[src/rtl/fir_cas_pkg.sv]
// fir_cas_pkg: shared widths, sfix8_En7 coefficients and tap-to-product mapping for the cascaded 19-tap FIR output stage
package fir_cas_pkg;
  localparam int NTAPS = 19;
  localparam int ACC_W = 20;
  localparam int OUT_W = 16;
  localparam int PROD_W = 16;
  localparam int FILL_W = 5;
  localparam logic signed [7:0] COEFF1 = 8'sd0;
  localparam logic signed [7:0] COEFF2 = 8'sd0;
  localparam logic signed [7:0] COEFF3 = -8'sd1;
  localparam logic signed [7:0] COEFF4 = 8'sd0;
  localparam logic signed [7:0] COEFF5 = 8'sd3;
  localparam logic signed [7:0] COEFF6 = 8'sd0;
  localparam logic signed [7:0] COEFF7 = -8'sd10;
  localparam logic signed [7:0] COEFF8 = 8'sd0;
  localparam logic signed [7:0] COEFF9 = 8'sd39;
  localparam logic signed [7:0] COEFF10 = 8'sd64;
  localparam logic signed [7:0] COEFF11 = 8'sd39;
  localparam logic signed [7:0] COEFF12 = 8'sd0;
  localparam logic signed [7:0] COEFF13 = -8'sd10;
  localparam logic signed [7:0] COEFF14 = 8'sd0;
  localparam logic signed [7:0] COEFF15 = 8'sd3;
  localparam logic signed [7:0] COEFF16 = 8'sd0;
  localparam logic signed [7:0] COEFF17 = -8'sd1;
  localparam logic signed [7:0] COEFF18 = 8'sd0;
  localparam logic signed [7:0] COEFF19 = 8'sd0;
  typedef enum logic [2:0] {SEL_NONE, SEL_10, SEL_11, SEL_13, SEL_15, SEL_17} prod_sel_e;
  function automatic prod_sel_e tap_sel(input int k);
    return (k == 10) ? SEL_10 :
           (k == 9 || k == 11) ? SEL_11 :
           (k == 7 || k == 13) ? SEL_13 :
           (k == 5 || k == 15) ? SEL_15 :
           (k == 3 || k == 17) ? SEL_17 : SEL_NONE;
  endfunction
  function automatic logic signed [ACC_W-1:0] sext(input logic signed [PROD_W-1:0] p);
    return {{(ACC_W-PROD_W){p[PROD_W-1]}}, p};
  endfunction
endpackage

[src/rtl/output_ctrl_cas_if.sv]
// output_ctrl_cas_if: product/output bundle; master drives clk_enable and product10..17, slave drives filter_out and filter_out_valid
interface output_ctrl_cas_if;
  import fir_cas_pkg::*;
  logic clk_enable;
  logic signed [PROD_W-1:0] product10;
  logic signed [PROD_W-1:0] product11;
  logic signed [PROD_W-1:0] product13;
  logic signed [PROD_W-1:0] product15;
  logic signed [PROD_W-1:0] product17;
  logic signed [OUT_W-1:0] filter_out;
  logic filter_out_valid;
  modport master (output clk_enable, product10, product11, product13, product15, product17, input filter_out, filter_out_valid);
  modport slave (input clk_enable, product10, product11, product13, product15, product17, output filter_out, filter_out_valid);
endinterface

[src/rtl/cas_tap_stage.sv]
// cas_tap_stage: one transposed-chain adder plus enabled register; ports clk, reset, en_i, a_i (upstream reg), b_i (tap product), q_o
module cas_tap_stage
  import fir_cas_pkg::*;
(
  input  logic clk,
  input  logic reset,
  input  logic en_i,
  input  logic signed [ACC_W-1:0] a_i,
  input  logic signed [ACC_W-1:0] b_i,
  output logic signed [ACC_W-1:0] q_o
);
  logic signed [ACC_W-1:0] sum_q;
  always_ff @(posedge clk)
    if (reset) sum_q <= '0;
    else if (en_i) sum_q <= a_i + b_i;
  assign q_o = sum_q;
endmodule

[src/rtl/output_ctrl_cas.sv]
// output_ctrl_cas: transposed 19-tap FIR output end; ports clk, reset, bus (slave: clk_enable, product10..17 in, filter_out, filter_out_valid out); OUTPUT_CTRL_CAS_SAT_EN selects saturating output instead of wrap
module output_ctrl_cas
  import fir_cas_pkg::*;
(
  input logic clk,
  input logic reset,
  output_ctrl_cas_if.slave bus
);
  logic signed [ACC_W-1:0] prod [1:NTAPS];
  logic signed [ACC_W-1:0] r [1:NTAPS];
  logic signed [OUT_W-1:0] out_d, out_q;
  logic [FILL_W-1:0] cnt_d, cnt_q;
  logic valid_d, valid_q;
  genvar k;
  for (k = 1; k <= NTAPS; k++) begin : g_prod
    localparam prod_sel_e S = tap_sel(k);
    assign prod[k] = sext(S == SEL_10 ? bus.product10 :
                          S == SEL_11 ? bus.product11 :
                          S == SEL_13 ? bus.product13 :
                          S == SEL_15 ? bus.product15 :
                          S == SEL_17 ? bus.product17 : PROD_W'(0));
  end
  assign r[NTAPS] = '0;
  for (k = 1; k < NTAPS; k++) begin : g_stage
    cas_tap_stage u_stage (
      .clk  (clk),
      .reset(reset),
      .en_i (bus.clk_enable),
      .a_i  (r[k+1]),
      .b_i  (prod[k+1]),
      .q_o  (r[k])
    );
  end
`ifdef OUTPUT_CTRL_CAS_SAT_EN
  logic signed [ACC_W-1:0] acc;
  assign acc = r[1] + prod[1];
  assign out_d = (&acc[ACC_W-1:OUT_W-1] || ~|acc[ACC_W-1:OUT_W-1]) ? acc[OUT_W-1:0] :
                 {acc[ACC_W-1], {(OUT_W-1){~acc[ACC_W-1]}}};
`else
  assign out_d = OUT_W'(r[1] + prod[1]);
`endif
  assign cnt_d = (cnt_q == FILL_W'(NTAPS)) ? cnt_q : cnt_q + 1'b1;
  assign valid_d = valid_q || (cnt_q == FILL_W'(NTAPS - 1));
  always_ff @(posedge clk)
    if (reset) begin
      out_q <= '0;
      cnt_q <= '0;
      valid_q <= 1'b0;
    end else if (bus.clk_enable) begin
      out_q <= out_d;
      cnt_q <= cnt_d;
      valid_q <= valid_d;
    end
  assign bus.filter_out = out_q;
  assign bus.filter_out_valid = valid_q;
endmodule

[src/flat_wrapper.sv]
// flat-port wrapper written by rule: the top's interface ports become plain ports
module output_ctrl_cas_flat import fir_cas_pkg::*;
  (clk, reset, bus_clk_enable, bus_product10, bus_product11, bus_product13, bus_product15, bus_product17, bus_filter_out, bus_filter_out_valid);
  output_ctrl_cas_if bus_i ();
  input logic clk;
  input logic reset;
  input wire logic [$bits(bus_i.clk_enable)-1:0] bus_clk_enable;
  input wire logic [$bits(bus_i.product10)-1:0] bus_product10;
  input wire logic [$bits(bus_i.product11)-1:0] bus_product11;
  input wire logic [$bits(bus_i.product13)-1:0] bus_product13;
  input wire logic [$bits(bus_i.product15)-1:0] bus_product15;
  input wire logic [$bits(bus_i.product17)-1:0] bus_product17;
  output wire logic [$bits(bus_i.filter_out)-1:0] bus_filter_out;
  output wire logic [$bits(bus_i.filter_out_valid)-1:0] bus_filter_out_valid;
  assign bus_i.clk_enable = bus_clk_enable;
  assign bus_i.product10 = bus_product10;
  assign bus_i.product11 = bus_product11;
  assign bus_i.product13 = bus_product13;
  assign bus_i.product15 = bus_product15;
  assign bus_i.product17 = bus_product17;
  assign bus_filter_out = bus_i.filter_out;
  assign bus_filter_out_valid = bus_i.filter_out_valid;
  output_ctrl_cas u_core (.clk(clk), .reset(reset), .bus(bus_i));
endmodule
[config.mk]
export PLATFORM = sky130hd
export DESIGN_NAME = output_ctrl_cas_flat
export DESIGN_NICKNAME = d
export VERILOG_FILES = /design/src/rtl/fir_cas_pkg.sv /design/src/rtl/output_ctrl_cas_if.sv /design/src/rtl/cas_tap_stage.sv /design/src/rtl/output_ctrl_cas.sv /design/src/flat_wrapper.sv
export SDC_FILE = /design/constraint.sdc
export NUM_CORES = 1
export LEC_CHECK = 0
export ABC_CLOCK_PERIOD_IN_PS = 3600
export BUFFER_PORTS_ARGS = -buffer_cell sky130_fd_sc_hd__buf_2
export CAP_MARGIN = 0
export CORE_MARGIN = 2
export CORE_UTILIZATION = 50
export DETAILED_ROUTE_END_ITERATION = 10
export GPL_TIMING_DRIVEN = 1
export PLACE_DENSITY = 0.79
export SYNTH_ARGS = -nofsm -noshare
export SYNTH_HDL_FRONTEND = slang
export SYNTH_SLANG_ARGS = --single-unit
[constraint.sdc]
create_clock -name clk -period 3.6 [get_ports clk]
set_input_delay 0.72 -clock clk [delete_from_list [all_inputs] [get_ports clk]]
set_output_delay 0.72 -clock clk [all_outputs]
set_load 0.02 [all_outputs]
# [Yosys cells after proc, flatten, opt, wreduce, memory -nomap -nowiden]
# Cells that the tools add are included.
# W data, S select, Z words.
[word_totals] regBits=278 latch_bits=0 mem_bits_rw=0 romBits=0 inputBits=83 output_inout_bits=17 word_cells=33 n_memories=0
[op_classes] add_sub_neg=9 multipliers=0 div=0 order_cmp=0 eq_ne=2 n_shift=0 muxes=0 bitwise=1 n_reduce_logical=2
[op_table] op="$add A16 B16 Y16" n=8
[op_table] op="$eq A5 B5 Y1 const B" n=2
[op_table] op="$add A5 B1 Y5 const B" n=1
[op_table] op="$reduce_and A2 Y1" n=1
[op_table] op="$logic_or A1 B1 Y1" n=1
[op_table] op="$not A1 Y1" n=1

# [Depth between registers and ports, before layout]
[depth] ltp_word=3 ltp_mapped=9 mapped_depth_nobuf=9

# [Cells and area by module]
# From an unflattened synthesis, not the netlist that was laid out.
[hier_totals] cells_unflattened=3740 area_unflattened_um2=30752.0
[by_module_without_submodules] mod="cas_tap_stage (u_core.g_stage[2].u_stage ...)" n_inst=8 cells_each=192 area_per_inst_um2=1630.3 seq_area_each_um2=400.4
[by_module_without_submodules] mod="cas_tap_stage (u_core.g_stage[10].u_stage ...)" n_inst=7 cells_each=211 area_per_inst_um2=1674.1 seq_area_each_um2=400.4
[by_module_without_submodules] mod="cas_tap_stage (u_core.g_stage[11].u_stage ...)" n_inst=2 cells_each=215 area_per_inst_um2=1720.4 seq_area_each_um2=400.4
[by_module_without_submodules] mod="cas_tap_stage (u_core.g_stage[13].u_stage)" n_inst=1 cells_each=215 area_per_inst_um2=1712.9 seq_area_each_um2=400.4
[by_module_without_submodules] mod="output_ctrl_cas" n_inst=1 cells_each=82 area_per_inst_um2=837.1 seq_area_each_um2=440.4

# [Worst setup path before layout]
# OpenSTA, ideal clock, no wires.
[synth_timing] path_type="input -> register" from="input bus_product11[0]" to="register u_core.g_stage[10].u_stage.sum_q[12]" setup_ps=129 arrival_ps=2775 required_ps=3471 slack_ps=696 stages=8 n_path_buf=0 cell_sequence="ha_1 > fa_1 > a211o_1 > a2111oi_1 > o31ai_1 > o41ai_1 > xor2_1 > o21ai_0"
[synth_via] elab_chain_cells=1
[synth_rtl] element="start: declaration" line="flat_wrapper.sv:9" text="input wire logic [$bits(bus_i.product11)-1:0] bus_product11;"
[synth_rtl] element="$add A16 B16 Y16" line="cas_tap_stage.sv:15" text="else if (en_i) sum_q <= a_i + b_i;"
[synth_rtl] element="end signal: assignment" line="cas_tap_stage.sv:15"
[synth_rtl] element="end: declaration" line="cas_tap_stage.sv:12" text="logic signed [ACC_W-1:0] sum_q;"
# Every way passes these cells.
# A chain may end at the register's enable or synchronous reset.

# [Worst setup path after layout]
[layout_timing] from="register u_core.g_stage[11].u_stage.sum_q[0]" to="register u_core.g_stage[10].u_stage.sum_q[12]"
[layout_via] elab_chain_cells=1
[layout_rtl] element="start: declaration" line="cas_tap_stage.sv:12"
[layout_rtl] element="start signal: assignment" line="cas_tap_stage.sv:15"
[layout_rtl] element="$add A16 B16 Y16" line="cas_tap_stage.sv:15"
# Every way passes these cells.

==> impl_results.html <==
<table>
<tr><th>Metric</th><th>Value</th></tr>
<tr><th colspan="2">CTS</th></tr>
<tr><td>TritonCTS clock tree</td><td>done</td></tr>
<tr><td>Clock root buffer</td><td>sky130_fd_sc_hd__clkbuf_16</td></tr>
<tr><td>Clock latency of the later-clocked register in the worst-skew pair</td><td>between 500 and 600 ps</td></tr>
<tr><td>Count of cells resized by post-cts repair</td><td>0</td></tr>
<tr><td>Total CTS buffers</td><td>29</td></tr>
<tr><td>Clock transition at path regs</td><td>approximately 60 ps</td></tr>
<tr><td>Hold buffers post-CTS</td><td>0</td></tr>
<tr><td>Total number of H-tree levels</td><td>1</td></tr>
<tr><td>Post-CTS setup repair buffer count</td><td>0</td></tr>
<tr><td>Clock Path Buffers</td><td>3</td></tr>
<tr><td>TritonCTS sink count</td><td>between 200 and 300</td></tr>
<tr><th colspan="2">Logic synthesis</th></tr>
<tr><td>Count of yosys warnings during synthesis</td><td>0</td></tr>
<tr><td>Post-synthesis sequential area ratio</td><td>0.3797</td></tr>
<tr><td>Dominant cell type by area after synthesis</td><td>sky130_fd_sc_hd__dfxtp_1</td></tr>
<tr><td>Async set-reset flop share out of synthesis</td><td>0</td></tr>
<tr><td>Synth unique cells</td><td>between 60 and 70</td></tr>
<tr><td>Post-synthesis net count</td><td>about 1.8k</td></tr>
<tr><td>Leading register cell type out of synthesis</td><td>sky130_fd_sc_hd__dfxtp_1</td></tr>
<tr><td>Top-area cell type share of the netlist area</td><td>0.3797</td></tr>
<tr><td>Number of storage elements in the synthesis netlist</td><td>278</td></tr>
<tr><td>Number of enable flip-flop cells after synthesis</td><td>0</td></tr>
<tr><td>Top area cells in the synthesized netlist</td><td>sky130_fd_sc_hd__dfxtp_1 38%, sky130_fd_sc_hd__mux2i_1 14%, sky130_fd_sc_hd__ha_1 10%, sky130_fd_sc_hd__nor2_1 7.1%, sky130_fd_sc_hd__xnor2_1 3.8%</td></tr>
<tr><td>Cell count after synthesis</td><td>~1.6k</td></tr>
<tr><td>Netlist Area Pre-Place</td><td>0.01466 mm2</td></tr>
<tr><td>Mean area per synthesized cell</td><td>9.160 um2</td></tr>
<tr><th colspan="2">STA</th></tr>
<tr><td>Pin slew with the least headroom to its limit</td><td>936.0 ps</td></tr>
<tr><td>Total negative slack</td><td>0 ps</td></tr>
<tr><td>Final setup violation count</td><td>0</td></tr>
<tr><td>Number of max-slew violations in the final report</td><td>0</td></tr>
<tr><td>Final critical-path setup slack</td><td>between 700 and 800 ps</td></tr>
<tr><td>Setup repair after global routing missed its margin</td><td>no</td></tr>
<tr><td>Final Hold Fails</td><td>0</td></tr>
<tr><td>Worst clock skew</td><td>8.883 ps</td></tr>
<tr><td>Worst hold slack after final layout</td><td>441.6 ps</td></tr>
<tr><td>Final worst-path cycle share</td><td>0.8048</td></tr>
<tr><td>Worst relative slew slack</td><td>0.3760</td></tr>
<tr><td>Final critical path time including I/O delays and setup</td><td>~2900 ps</td></tr>
<tr><td>Fmax</td><td>around 350 MHz</td></tr>
<tr><th colspan="2">Power</th></tr>
<tr><td>Switching Power</td><td>2.097 mW</td></tr>
<tr><td>Switching part of the total power</td><td>0.2720</td></tr>
<tr><td>Proportion of power drawn by combinational gates</td><td>0.170</td></tr>
<tr><td>Pwr/cell area</td><td>467.6 mW/mm2</td></tr>
<tr><td>Worst supply voltage drop on vdd</td><td>308.5 uV</td></tr>
<tr><td>Internal power of the cells</td><td>5.612 mW</td></tr>
<tr><td>Register share of total power</td><td>0.444</td></tr>
<tr><td>LEAKAGE</td><td>7.627 nW</td></tr>
<tr><td>Fraction of power consumed by the clock network</td><td>0.386</td></tr>
<tr><th colspan="2">Route</th></tr>
<tr><td>Total vias in the final route</td><td>11.54k</td></tr>
<tr><td>Avg Vias per Cell</td><td>around 5.5</td></tr>
<tr><td>Antenna violation net count after detailed routing</td><td>0</td></tr>
<tr><td>DRC violation count after routing</td><td>0</td></tr>
<tr><td>Wire length per cell after detailed routing</td><td>16.12 um</td></tr>
<tr><td>DR pass1 iterations</td><td>5</td></tr>
<tr><td>Initial detailed-routing violation count</td><td>788</td></tr>
<tr><td>Total wire length after detailed routing</td><td>33,630 um</td></tr>
<tr><th colspan="2">Layout</th></tr>
<tr><td>Final Net Count</td><td>1,888</td></tr>
<tr><td>Count of fill cells added during filler insertion</td><td>~2.5k</td></tr>
<tr><td>Commonest cells after routing, fill and taps aside</td><td>278 x sky130_fd_sc_hd__dfxtp_1, 275 x sky130_fd_sc_hd__nor2_1, 201 x sky130_fd_sc_hd__mux2i_1</td></tr>
<tr><td>Number of standard cells in the final layout excluding fillers</td><td>about 2.1k</td></tr>
<tr><td>Utilization of the core after routing</td><td>0.5728</td></tr>
<tr><td>P&amp;R area growth vs syn</td><td>12.47%</td></tr>
<tr><td>Share of post-route cells with drive strength above 1</td><td>0.1021</td></tr>
<tr><td>Commonest non-fill, non-tap cell in the layout</td><td>sky130_fd_sc_hd__dfxtp_1</td></tr>
<tr><th colspan="2">Global routing</th></tr>
<tr><td>Overall track demand over capacity in global routing</td><td>0.2144</td></tr>
<tr><td>First-pass GRT wire length</td><td>roughly 55,000 um</td></tr>
<tr><td>Number of global-route vias before repair</td><td>between 10k and 15k</td></tr>
<tr><td>Number of antenna violations at the first check in global routing</td><td>7</td></tr>
<tr><td>Maximum number of pins on one net before global-route repair</td><td>107</td></tr>
<tr><td>Residual overflow from global routing</td><td>0</td></tr>
<tr><th colspan="2">Floorplan</th></tr>
<tr><td>Vertical extent of the die</td><td>approximately 180 um</td></tr>
<tr><td>Placeable Area</td><td>between 0.02 and 0.03 mm2</td></tr>
<tr><td>Total die area</td><td>0.03070 mm2</td></tr>
<tr><td>Die width</td><td>~180 um</td></tr>
<tr><td>FP Rows</td><td>between 60 and 70</td></tr>
<tr><td>Boundary Pins</td><td>100</td></tr>
<tr><td>Initial Util</td><td>0.5093</td></tr>
<tr><th colspan="2">Placement</th></tr>
<tr><td>Quantity of I/O buffers inserted on ports</td><td>slightly below 100</td></tr>
<tr><td>Setup Slack @ Placement</td><td>249.4 ps</td></tr>
<tr><td>Post-placement cell count</td><td>2,028</td></tr>
<tr><td>DP HPWL</td><td>around 24,000 um</td></tr>
<tr><td>RePlAce Congestion</td><td>0.9271</td></tr>
<tr><th colspan="2">Setup path</th></tr>
<tr><td>Required time at the endpoint of the critical path</td><td>~4000 ps</td></tr>
<tr><td>Worst reg2reg path depth</td><td>8</td></tr>
<tr><td>Worst setup path category</td><td>reg -&gt; reg</td></tr>
<tr><td>Type of element capturing the critical path</td><td>flop</td></tr>
<tr><td>Maximum fanout along the worst path</td><td>3</td></tr>
<tr><td>Critical path arrival</td><td>roughly 3300 ps</td></tr>
<tr><td>Startpoint types</td><td>flop</td></tr>
<tr><th colspan="2">Run</th></tr>
<tr><td>MaxCap Viol Count</td><td>0</td></tr>
<tr><th colspan="2">Hold path</th></tr>
<tr><td>Worst hold path stage count</td><td>3</td></tr>
<tr><td>Hold Crit Class</td><td>in -&gt; reg</td></tr>
<tr><th colspan="2">Run status</th></tr>
<tr><td>Outcome</td><td>complete, no violations</td></tr>
</table>
metal layers:
| layer | share of wire | global-route usage |
|---|---|---|
| met5 | 0.00039 | 0 |
| met4 | 0.020 | 0.05486 |
| met3 | 0.049 | 0.03372 |
| met2 | 0.47 | 0.3629 |
| met1 | 0.46 | 0.2851 |
area by class of cell:
type                    instances  area [um2]  area share
multi-input cells            1240        8786      0.5330
flip-flops and latches        278        5565      0.3376
clock buffers                  39       823.3     0.04994
repair buffers                112       634.4     0.03848
well taps                     384       480.5     0.02915
clock inverters                12       125.1    0.007590
inverters                      14       52.55    0.003188
diodes                          7       17.52    0.001063
cell usage after synthesis (19+ instances only):
cell type                  instances
sky130_fd_sc_hd__nand3_1          25
sky130_fd_sc_hd__ha_1            122
sky130_fd_sc_hd__dfxtp_1         278
sky130_fd_sc_hd__a21o_1           33
sky130_fd_sc_hd__a21oi_1          82
sky130_fd_sc_hd__buf_1            20
sky130_fd_sc_hd__nand2_1          89
sky130_fd_sc_hd__xnor2_1          64
sky130_fd_sc_hd__nor3_1           19
sky130_fd_sc_hd__clkbuf_1         48
sky130_fd_sc_hd__o21ai_0          81
sky130_fd_sc_hd__a211oi_1         38
sky130_fd_sc_hd__nor2_1          276
sky130_fd_sc_hd__mux2i_1         201
sky130_fd_sc_hd__xor2_1           37
flip-flops by register name (all words and copies together), names as in the netlist:
register / count
u_core.cnt_q: 5
u_core.bus.filter_out: 16
u_core.bus.filter_out_valid: 1
u_core.g_stage.u_stage.q_o: 256
worst paths after layout:
kind	to	startpoint	slack, ps
max	u_core.g_stage[10].u_stage.q_o[12]	u_core.g_stage[11].u_stage.q_o[0]	700
max reg2reg	u_core.g_stage[10].u_stage.q_o[12]	u_core.g_stage[11].u_stage.q_o[0]	700
min reg2reg	u_core.g_stage[4].u_stage.q_o[9]	u_core.g_stage[4].u_stage.q_o[9]	460
min	u_core.g_stage[16].u_stage.q_o[14]	bus_product17[14]	440
critical path, cell delays in order, from the launching register on:
cell,delay [ps]
sky130_fd_sc_hd__dfxtp_1,320
sky130_fd_sc_hd__ha_1,220
sky130_fd_sc_hd__fa_1,450
sky130_fd_sc_hd__a211o_1,360
sky130_fd_sc_hd__a2111oi_1,590
sky130_fd_sc_hd__o31ai_1,250
sky130_fd_sc_hd__o41ai_1,340
sky130_fd_sc_hd__xor2_1,170
sky130_fd_sc_hd__o21ai_0,80
power groups by stage:
stage | registers (mW) | logic [mW] | clock network [mW]
floorplan | 3.44 | 0.999 | 0
global placement | 3.48 | 1.24 | 0
detailed placement | 3.49 | 1.29 | 0
CTS | 3.42 | 1.30 | 3.02
global route | 3.44 | 1.46 | 3.14
finish | 3.42 | 1.31 | 2.98
stage by stage:
step | power [mW] | area [um2]
after global placement | 4.726 | 15520
after detailed placement | 4.775 | 15520
after global routing | 8.043 | 16480
after floorplan | 4.444 | 14660
after CTS | 7.747 | 16470
final | 7.709 | 16480
cell families (layout without fill, tap and decap cells):
logic type,Yosys count,in the layout,synth area share
multiplexers,201,201,0.1373
AO/OA/AOI/OAI,335,335,0.1492
adder cells (fa/ha/maj),130,130,0.1151
other,0,7,0
flip-flops,278,278,0.3797
AND/OR/NAND/NOR,473,473,0.1374
buffers and inverters,82,177,0.02100
XOR/XNOR,101,101,0.06036
Note: power is estimated with default switching activity, not from simulation.
